File: src/rtl/fifo_pkg.sv
// Shared sizing helpers and threshold legality check for the parametrised sync FIFO.
// Imported by the top level so every file derives depth and pointer width the same way.
package fifo_pkg;

  localparam int DEF_DATA_W = 8;
  localparam int DEF_ADDR_W = 4;

  function automatic int clog2(input int value);
    int r;
    r = 0;
    for (int v = value - 1; v > 0; v = v >> 1) r++;
    return r;
  endfunction

  function automatic int fifo_depth(input int addr_w);
    return 1 << addr_w;
  endfunction

  // One extra wrap bit beyond the memory address distinguishes full from empty.
  function automatic int ptr_width(input int depth);
    return clog2(depth) + 1;
  endfunction

  localparam int DEF_DEPTH = fifo_depth(DEF_ADDR_W);

  function automatic bit thresholds_ok(input int ae, input int af, input int depth);
    return (ae >= 0) && (ae < af) && (af <= depth);
  endfunction

endpackage

File: src/rtl/sdp_ram.sv
// Simple dual-port register array: synchronous write port, asynchronous read port.
// Contents are deliberately left unreset.
module sdp_ram #(
  parameter int DATA_W = 8,
  parameter int ADDR_W = 4
) (
  input  logic              clk,
  input  logic              we,
  input  logic [ADDR_W-1:0] waddr,
  input  logic [DATA_W-1:0] wdata,
  input  logic [ADDR_W-1:0] raddr,
  output logic [DATA_W-1:0] rdata
);

  localparam int DEPTH = 1 << ADDR_W;

  logic [DATA_W-1:0] mem [DEPTH];

  always_ff @(posedge clk) begin
    if (we) mem[waddr] <= wdata;
  end

  assign rdata = mem[raddr];

endmodule

File: src/rtl/fifo_sync_param.sv
// Parametrised synchronous FIFO with true-full detection, occupancy count, programmable
// almost-full/almost-empty thresholds, sticky overflow/underflow flags and optional FWFT read.
module fifo_sync_param
  import fifo_pkg::*;
#(
  parameter int DATA_W   = 8,
  parameter int ADDR_W   = 4,
  parameter int AF_LEVEL = 2**ADDR_W - 2,
  parameter int AE_LEVEL = 2,
  parameter int FWFT     = 0
) (
  input  logic              clk,
  input  logic              rst,
  input  logic              wrt_sig,
  input  logic              rd_sig,
  input  logic [DATA_W-1:0] din,
  input  logic              err_clr,
  output logic [DATA_W-1:0] dout,
  output logic              full_sig,
  output logic              empty_sig,
  output logic              almost_full,
  output logic              almost_empty,
  output logic [ADDR_W:0]   count,
  output logic              over_flow,
  output logic              under_flow
);

  localparam int DEPTH = fifo_depth(ADDR_W);
  localparam int PTR_W = ptr_width(DEPTH);

  if (!thresholds_ok(AE_LEVEL, AF_LEVEL, DEPTH)) begin : g_bad_thresholds
    $error("fifo_sync_param: thresholds must satisfy 0 <= AE_LEVEL < AF_LEVEL <= DEPTH");
  end

  logic [PTR_W-1:0]  wr_ptr;
  logic [PTR_W-1:0]  rd_ptr;
  logic              wr_acc;
  logic              rd_acc;
  logic [DATA_W-1:0] rdata;

  // Status is decoded from the registered pointers; count wraps modulo 2**PTR_W.
  assign count        = wr_ptr - rd_ptr;
  assign full_sig     = (count == PTR_W'(DEPTH));
  assign empty_sig    = (count == '0);
  assign almost_full  = (count >= PTR_W'(AF_LEVEL));
  assign almost_empty = (count <= PTR_W'(AE_LEVEL));

  // Requests are ignored while reset is held so memory is never touched on a reset edge.
  assign wr_acc = wrt_sig & ~full_sig  & ~rst;
  assign rd_acc = rd_sig  & ~empty_sig & ~rst;

  always_ff @(posedge clk) begin
    if (rst) begin
      wr_ptr <= '0;
      rd_ptr <= '0;
    end else begin
      if (wr_acc) wr_ptr <= wr_ptr + PTR_W'(1);
      if (rd_acc) rd_ptr <= rd_ptr + PTR_W'(1);
    end
  end

  // A new violation on the same edge as err_clr keeps the flag set.
  always_ff @(posedge clk) begin
    if (rst) begin
      over_flow  <= 1'b0;
      under_flow <= 1'b0;
    end else begin
      if (wrt_sig && full_sig)  over_flow <= 1'b1;
      else if (err_clr)         over_flow <= 1'b0;
      if (rd_sig && empty_sig)  under_flow <= 1'b1;
      else if (err_clr)         under_flow <= 1'b0;
    end
  end

  sdp_ram #(
    .DATA_W (DATA_W),
    .ADDR_W (ADDR_W)
  ) u_ram (
    .clk   (clk),
    .we    (wr_acc),
    .waddr (wr_ptr[ADDR_W-1:0]),
    .wdata (din),
    .raddr (rd_ptr[ADDR_W-1:0]),
    .rdata (rdata)
  );

  if (FWFT == 0) begin : g_std
    logic [DATA_W-1:0] dout_p1;

    // Registered read stage: the word is captured on the accepting edge.
    always_ff @(posedge clk) begin
      if (rst)         dout_p1 <= '0;
      else if (rd_acc) dout_p1 <= rdata;
    end

    assign dout = dout_p1;
  end else begin : g_fwft
    // Head of queue is presented directly; zero while nothing is held.
    assign dout = empty_sig ? '0 : rdata;
  end

endmodule

File: config.mk
export PLATFORM = sky130hd
export DESIGN_NAME = fifo_sync_param
export DESIGN_NICKNAME = d
export VERILOG_FILES = /design/src/rtl/fifo_pkg.sv /design/src/rtl/sdp_ram.sv /design/src/rtl/fifo_sync_param.sv
export SDC_FILE = /design/constraint.sdc
export NUM_CORES = 1
export LEC_CHECK = 0
export BUFFER_PORTS_ARGS = -buffer_cell sky130_fd_sc_hd__buf_2
export CORE_ASPECT_RATIO = 2
export CORE_MARGIN = 2
export CORE_UTILIZATION = 35
export CTS_CLUSTER_SIZE = 20
export DETAILED_ROUTE_END_ITERATION = 7
export GPL_TIMING_DRIVEN = 1
export PLACE_DENSITY = 0.47
export SLEW_MARGIN = 15
export SYNTH_ARGS = -nofsm -noshare
export SYNTH_HDL_FRONTEND = slang
export SYNTH_SLANG_ARGS = --single-unit
File: constraint.sdc
create_clock -name clk -period 4.27 [get_ports clk]
set_input_delay 0 -clock clk [delete_from_list [all_inputs] [get_ports clk]]
set_output_delay 0 -clock clk [all_outputs]
set_load 0.03 [all_outputs]
# == After elaboration in Yosys (flattened, before gate mapping) ==
# Memories as Yosys holds them, arrays and structs flattened. A register that Yosys moved wholly into a read port is not among the register bits.
# Cells that the tools add are included.
# word_totals
regBits,12
latchBits,0
mem_bits_rw,128
romBits,0
input_bits,13
mem_count,1
# mem_list
memory,depth,word_bits,rd,rd_ports_with_merged_regs,write_ports,line_no,source
u_ram.mem,16,8,1,1,1,sdp_ram.sv:17,logic [DATA_W-1:0] mem [DEPTH];
# classes
add_sub_neg,3
mul,0
n_div,0
n_lt_le_gt_ge,2
eq_ne,1
n_shift,0
n_mux,5
bitwise_logic,7
reduce_logical,5
# op_table
cell,n
$add 5x1->5 const B,2
$eq 5x5->1 const B,1
$ge 5x4->1 const B,1
$le 5x2->1 const B,1
$logic_not 5->1,1
$mux 1,5
$sub 5x5->5,1
$and 1x1->1,4
$reduce_bool 2->1,2
$not 1->1,3
$logic_and 1x1->1,2

# == Logic depth before layout (Yosys ltp) ==
# Gate-level depths: netlist of the first run.
# logic_depth
word_depth,7
depth_mapped,11

# == By module ==
# A second synthesis of the first run with hierarchy kept.
# unflattened
hier_cells,353
hier_area_um2,6109.6
# by_module_without_submodules
module,instances,cells_per_inst,area_each_um2
sdp_ram,1,221,4987.3
fifo_sync_param,1,132,1122.3

# == Worst setup path before layout of the first run ==
# No wires, ideal clock.
# synth_path
path_kind,register -> register
from,register rd_ptr[2]
to,memory u_ram.mem[6][0] (enable)
setup_time_ps,398
t_arrival_ps,3231
required_time_ps,3872
setup_slack_ps,641
stages_incl_launch_ff,10
synth_period_minus_slack_ps,3629
cell_sequence,dfxtp_1 > buf_2 > buf_2 > inv_1 > ha_1 > xnor2_2 > nor2_1 > mux2i_1 > o21ai_4 > nor4b_1
# synth_between
elab_chain_cells,7
# synth_lines
element,line_no,source
"start, declared",fifo_sync_param.sv:36,logic [PTR_W-1:0] rd_ptr;
"start signal, assigned",fifo_sync_param.sv:58,if (rd_acc) rd_ptr <= rd_ptr + PTR_W'(1);
$sub 5x5->5,fifo_sync_param.sv:42,assign count = wr_ptr - rd_ptr;
named net count[2],fifo_sync_param.sv:23,"output logic [ADDR_W:0] count,"
$eq 5x5->1,fifo_sync_param.sv:43,assign full_sig = (count == PTR_W'(DEPTH));
$not 1->1,fifo_sync_param.sv:49,assign wr_acc = wrt_sig & ~full_sig & ~rst;
$and 1x1->1 (2 in series),fifo_sync_param.sv:49,
$mux 1,sdp_ram.sv:20,if (we) mem[waddr] <= wdata;
$mux 1 (implied by the code),sdp_ram.sv:20,
"end, declared",sdp_ram.sv:17,
# The timed path passes the listed nets, and every way through them passes these cells.

# == Worst setup path in the final report of the first run ==
# layout_path
from,register wr_ptr[0]
to,memory u_ram.mem[4][7] (enable)
# layout_between
elab_chain_cells,7
# layout_lines
element,line_no,source
"start, declared",fifo_sync_param.sv:35,logic [PTR_W-1:0] wr_ptr;
"start signal, assigned",fifo_sync_param.sv:57,if (wr_acc) wr_ptr <= wr_ptr + PTR_W'(1);
$sub 5x5->5,fifo_sync_param.sv:42,
$eq 5x5->1,fifo_sync_param.sv:43,
$not 1->1,fifo_sync_param.sv:49,
$and 1x1->1 (2 in series),fifo_sync_param.sv:49,
$mux 1,sdp_ram.sv:20,
$mux 1 (implied by the code),sdp_ram.sv:20,
# Several ways; a longest one is shown, not always the timed one.

==> run metrics, run 1 <==
outcome finished clean; number of cell rows 69; Critical Path Sink Type flop; max-slew violation count 0; CP Buf/Inv Count 1; leakage power of the design 2.495 nW; hold-fix buffers at CTS 7; largest area contributor in the netlist edfxtp_1; largest net degree at the start of global routing 38; layout filler cell count 1602; Post-Place Setup Slack 0.9013 ns; type of the setup path with the least slack flop to flop; Pre-antenna DRT Iters 4; CTS max path bufs 2; number of synthesized flops with an enable pin 128; Final min period 3.364 ns; sequential element share of the synthesized area 0.6692; largest clock skew in the final design 0.008525 ns; Max Fanout on Critical Path 16; slew of the pin with the lowest slew margin 0.9726 ns; CTS Buf Count 17; Power per Cell Area 666.0 mW/mm2; Post-CTS Setup Bufs 0; Critical-path top delay cell nor4b_2; via count of the first global-routing pass 3732; hold slack 0.004428 ns; Gates resized, CTS repair 0; total congestion overflow 0; relative contribution of combinational cells to total power 0.338; peak clock frequency supported by timing 0.2973 GHz; worst IR drop on VDD 0.0003042 V; flops & latches, synth 148; clock share of power 0.322; cell family with the largest share of critical-path delay simple AND/OR/NAND/NOR gates; DRC violation count after routing 0; global-route wire length before repair 23470 um; Slowest Stage Delay on Critical Path 0.89 ns; top-area cell type share of the netlist area 0.6060; total internal power 3.283 mW; ordered cell list for the critical path inv_1, ha_1, fa_1, xnor2_2, nor2_1, mux2i_1, o21ai_4, nor4b_2; switching share of power 0.3440; Worst Hold Class input port to flop; combined flip-flop and latch cell area 0.004245 mm2; worst path arrival time 3.40 ns; most common library cell in the layout ignoring fill and taps edfxtp_1; Final Hold Viols 0; depth of the CTS H-tree 4; final WL 15320 um; number of synthesis warnings 0; clock tree from TritonCTS built; required time at the endpoint of the critical path 4.31 ns; clock root buffer master clkbuf_16; net load switching power 1.722 mW; Die Y 194.4 um; routed via count 3474; clock latency reported for the late side of the worst-skew pair 0.42 ns; final weighted congestion in routability-driven placement 0.7668; Area growth, synth to finish 18.48%; max-cap violations 0; worst max-slew margin expressed relative to the limit 0.3499; starting density of the core 0.3566; number of nets at the end of the flow 450; fraction of layout instances using a drive strength above 1 0.3295; final-layout setup total negative slack 0 ns; share of power burned in registers 0.340; diode insertion count for antenna repair 0; I/O pins 32; detailed router's first-iteration violation count 173; leading cell types by total area after synthesis edfxtp_1 (61%), mux4_2 (11%), dfxtp_1 (6.3%); total routing resource utilization after global routing 0.1698; Net Count, Synth 395; Synth cell types 49; Multi-input gate area 0.001913 mm2; Synth Instances 372; kind of launch point of the worst setup path flop; half-perimeter wire length after placement 10790 um; total of endpoints with negative setup slack in the final report 0; initial antenna violation count 0; worst setup slack after layout 0.9062 ns; vias per inst 5.320; most frequent cells in the layout edfxtp_1 (128), mux4_2 (31), buf_2 (31), nor2_1 (29), buf_4 (21); ys flop type edfxtp_1; input/output buffers 31; count of clock tree sinks 148; routed wirelength normalized by instance count 23.46 um; syn_area_per_cell 17.05 um2; Clock Pin Slew Worst Setup and Hold Paths 0.06 ns; core area 0.01778 mm2; part of the cycle the worst path needs 0.7878; setup repair after global routing missed its margin no; netlist area before placement 0.006342 mm2; horizontal die dimension 99.19 um; Synth async-reset ratio 0; number of nets still failing antenna checks after routing 0; die outline area 0.01928 mm2
## Yosys cell counts, types with 2 or more instances
master,n
nor4b_1,4
edfxtp_1,128
a32oi_1,2
inv_1,16
a21oi_2,3
o2111ai_1,2
dfxtp_1,20
nor2_1,29
buf_6,6
buf_2,6
ha_1,9
nand2_1,11
nor2b_1,6
o31ai_1,2
mux2_1,5
a211oi_2,2
nand4_1,8
nor4_2,7
mux2i_1,4
or4_1,2
nor3_1,4
o22ai_1,13
o211ai_1,6
nand2b_1,3
o311ai_1,6
mux4_2,31
mux2_2,2
mux2_4,2
clkbuf_1,10
a21oi_1,3
nor4_1,2
## worst paths after layout
check,from,end,slack (ns),depth (start not counted)
max,wr_ptr[0],u_ram.mem[4][7],0.91,8
min,din[0],u_ram.mem[1][0],0.004,1
max reg2reg,wr_ptr[0],u_ram.mem[4][7],0.91,8
min reg2reg,dout[5],dout[5],0.46,2
## stage by stage
step	util	power, mW	cell area (um2)	instances
final	0.4225	5.005	7515	653
after global routing	0.4225	5.240	7515	653
after CTS	0.4225	5.077	7515	653
after detailed placement	0.3826	3.454	6804	614
after global placement	0.3826	3.449	6804	614
after floorplan	-	3.050	6342	372
## logic make-up after synthesis
family / Yosys count / share of synthesized area
compound gates: 47 / 0.06116
mux: 44 / 0.1336
xor+xnor: 4 / 0.01085
fa+ha+maj: 10 / 0.02091
buf+inv: 40 / 0.03413
simple gates: 79 / 0.07023
flops: 148 / 0.6692
## layout make-up
cell class / instances / area share
timing repair buffer: 59 / 0.05095
tap: 213 / 0.03546
inverter: 17 / 0.008825
clock buffer: 19 / 0.05761
clock inverter: 13 / 0.02764
sequential: 148 / 0.5649
multi-input combinational: 184 / 0.2546
## power groups by stage
stage	sequential, mW	combinational [mW]	clock, mW
after global routing	1.71	1.83	1.70
after global placement	1.73	1.72	0
final	1.70	1.69	1.61
after CTS	1.70	1.73	1.64
after detailed placement	1.73	1.72	0
after floorplan	1.82	1.23	0
## registers in the layout (all words and copies together) (netlist names)
| name | cells |
|---|---|
| dout | 8 |
| under_flow | 1 |
| u_ram.mem | 128 |
| wr_ptr | 5 |
| over_flow | 1 |
| rd_ptr | 5 |
## metal layers
layer  vias to the layer above  wire length, um  global-route usage
met5                         -                0                   0
met4                         0              406             0.07002
met3                        20              347             0.03380
met2                        66             8890              0.3171
met1                      1793             5676              0.1819
li1                       1595                -                   -
Power figures use the tool's default switching activity.
==> run 2, diff against run 1 <==
clock period = 3.4 ns   (was 4.27 ns; I/O delays follow)
==> run metrics, run 2 (synthesized netlist as in run 1, its figures left out) <==
global-route wire length before repair 23730 um (+1.1%); worst hold path cell count 1 (unchanged); register containing the most flip-flops in the final layout u_ram.mem; DRC violation count after routing 0 (unchanged); path length in cells of the critical path 9 (+1); largest net degree at the start of global routing 38 (unchanged); Clock Pin Slew Worst Setup and Hold Paths 0.06 ns (about the same); total congestion overflow 0 (unchanged); worst path arrival time 3.18 ns (-0.22 ns); fraction of layout instances using a drive strength above 1 0.3453 (+0.01575); part of the cycle the worst path needs 0.9226 (+0.1348); most common library cell in the layout ignoring fill and taps edfxtp_1; count of clock tree sinks 148 (unchanged); final instance area 0.007502 mm2 (-0.17%); number of nets still failing antenna checks after routing 0 (unchanged); total routing resource utilization after global routing 0.1735 (+0.003642); layout filler cell count 1629 (+1.7%); kind of launch point of the worst setup path flop; type of the setup path with the least slack flop to flop; routed wirelength normalized by instance count 23.89 um (+1.8%); flip-flop count of the largest register after layout 128 (unchanged); vias per inst 5.395 (+1.4%); largest clock skew in the final design 0.005751 ns (-0.002774 ns); input/output buffers 31 (unchanged); Worst Hold Class input port to flop; most frequent cells in the layout edfxtp_1 (128), mux4_2 (31), buf_2 (31), nor2_1 (29), buf_4 (26); cell family with the largest share of critical-path delay simple AND/OR/NAND/NOR gates; half-perimeter wire length after placement 11140 um (+3.2%); Post-Place Setup Slack 0.1578 ns (-0.7435 ns); starting density of the core 0.3566 (unchanged); final WL 15740 um (+2.8%); max-cap violations 0 (unchanged); peak clock frequency supported by timing 0.3188 GHz (+7.2%); initial antenna violation count 0 (unchanged); total of endpoints with negative setup slack in the final report 0 (unchanged); Die Y 194.4 um (unchanged); core area 0.01778 mm2 (unchanged); Critical Path Sink Type flop; Power per Cell Area 806.7 mW/mm2 (+21%); ordered cell list for the critical path inv_1, ha_1, fa_1, xnor2_2, nor2_1, mux2i_1, o21ai_4, buf_4, nor3_2; number of cell rows 69 (unchanged); setup repair after global routing missed its margin no; via count of the first global-routing pass 3793 (+1.6%); dpl cell area 0.006869 mm2 (+0.96%); CTS Buf Count 17 (unchanged); clock tree from TritonCTS built; slew of the pin with the lowest slew margin 0.9737 ns (+0.001089 ns); outcome finished clean; leakage power of the design 2.493 nW (about the same); Post-CTS Setup Bufs 0 (unchanged); Final min period 3.137 ns (-0.2270 ns); Slowest Stage Delay on Critical Path 0.59 ns (-0.30 ns); required time at the endpoint of the critical path 3.44 ns (-0.87 ns); clock root buffer master clkbuf_16; Multi-input gate area 0.001933 mm2 (+1.0%); CP Buf/Inv Count 2 (+1); worst setup slack after layout 0.2632 ns (-0.6430 ns); detailed router's first-iteration violation count 129 (-25%); clock latency reported for the late side of the worst-skew pair 0.41 ns (about the same); max-slew violation count 0 (unchanged); Area growth, synth to finish 18.29%; routed via count 3555 (+2.3%); horizontal die dimension 99.19 um (unchanged); Max Fanout on Critical Path 8 (-8); die outline area 0.01928 mm2 (unchanged); worst max-slew margin expressed relative to the limit 0.3455 (-0.004434); combined flip-flop and latch cell area 0.004245 mm2 (unchanged); depth of the CTS H-tree 4 (unchanged); CTS max path bufs 2 (unchanged); count of cells along the worst register-to-register path 9 (+1); Pre-antenna DRT Iters 5 (+1); diode insertion count for antenna repair 0 (unchanged); Critical-path top delay cell nor3_2; worst IR drop on VDD 0.0004629 V (+52%); final weighted congestion in routability-driven placement 0.7778 (+1.4%); I/O pins 32 (unchanged); Final Hold Viols 0 (unchanged); number of nets at the end of the flow 456 (+1.3%)
==> run 2: cell count changes in the layout (fill, tap and decap cells not counted), moves of 2 or more <==
cell and delta:
buf_4 +5, nor3_2 +4, bufinv_16 -4, nor3_1 -4, clkbuf_8 +3, clkinv_2 +2
==> run 2: path summary, 6_finish.rpt <==
path	startpoint	to	slack (ns)
min reg2reg	dout[5]	dout[5]	0.45
min	din[0]	u_ram.mem[1][0]	0.009
max reg2reg	wr_ptr[0]	u_ram.mem[15][6]	0.26
max	wr_ptr[0]	u_ram.mem[15][6]	0.26
==> run 2: timing repair <==
item                                    CTS  global route
hold buffers                              7             0
hold endpoints to repair                 44             0
resized for setup                         0             1
endpoints found under the setup margin    0             1
==> run 2: final cells by class <==
cell class	instances	area share
Timing Repair Buffer	65	0.05754
Inverter	17	0.008839
Tap cell	213	0.03552
Clock buffer	23	0.06371
Multi-Input combinational cell	184	0.2577
Clock inverter	9	0.01084
Sequential cell	148	0.5659
==> run 2: power by group <==
group | switching, mW | internal (mW) | total (mW)
Combinational | 1.40 | 0.765 | 2.16
Sequential | 0.0615 | 2.08 | 2.14
Clock | 0.686 | 1.06 | 1.75
Total | 2.15 | 3.91 | 6.05
==> run 2: routing by layer <==
layer / vias to the layer above / GRT usage / part of all wire
li1: 1603 / - / -
met1: 1830 / 0.1739 / 0.34
met2: 91 / 0.3223 / 0.58
met3: 31 / 0.03955 / 0.031
met4: 0 / 0.09285 / 0.046
met5: - / 0 / 0
==> run 2: stage by stage <==
step | hold slack, ns | power, mW | cells | utilization | setup TNS [ns]
after detailed placement | 0.3292 | 4.359 | 620 | 0.3862 | 0
after floorplan | 0.09887 | 3.835 | 372 | - | -9.026
after global routing | 0.007815 | 6.332 | 659 | 0.4218 | 0
after global placement | 0.3173 | 4.341 | 620 | 0.3862 | 0
after CTS | 0.002377 | 6.136 | 659 | 0.4216 | 0
final | 0.009440 | 6.052 | 659 | 0.4218 | 0
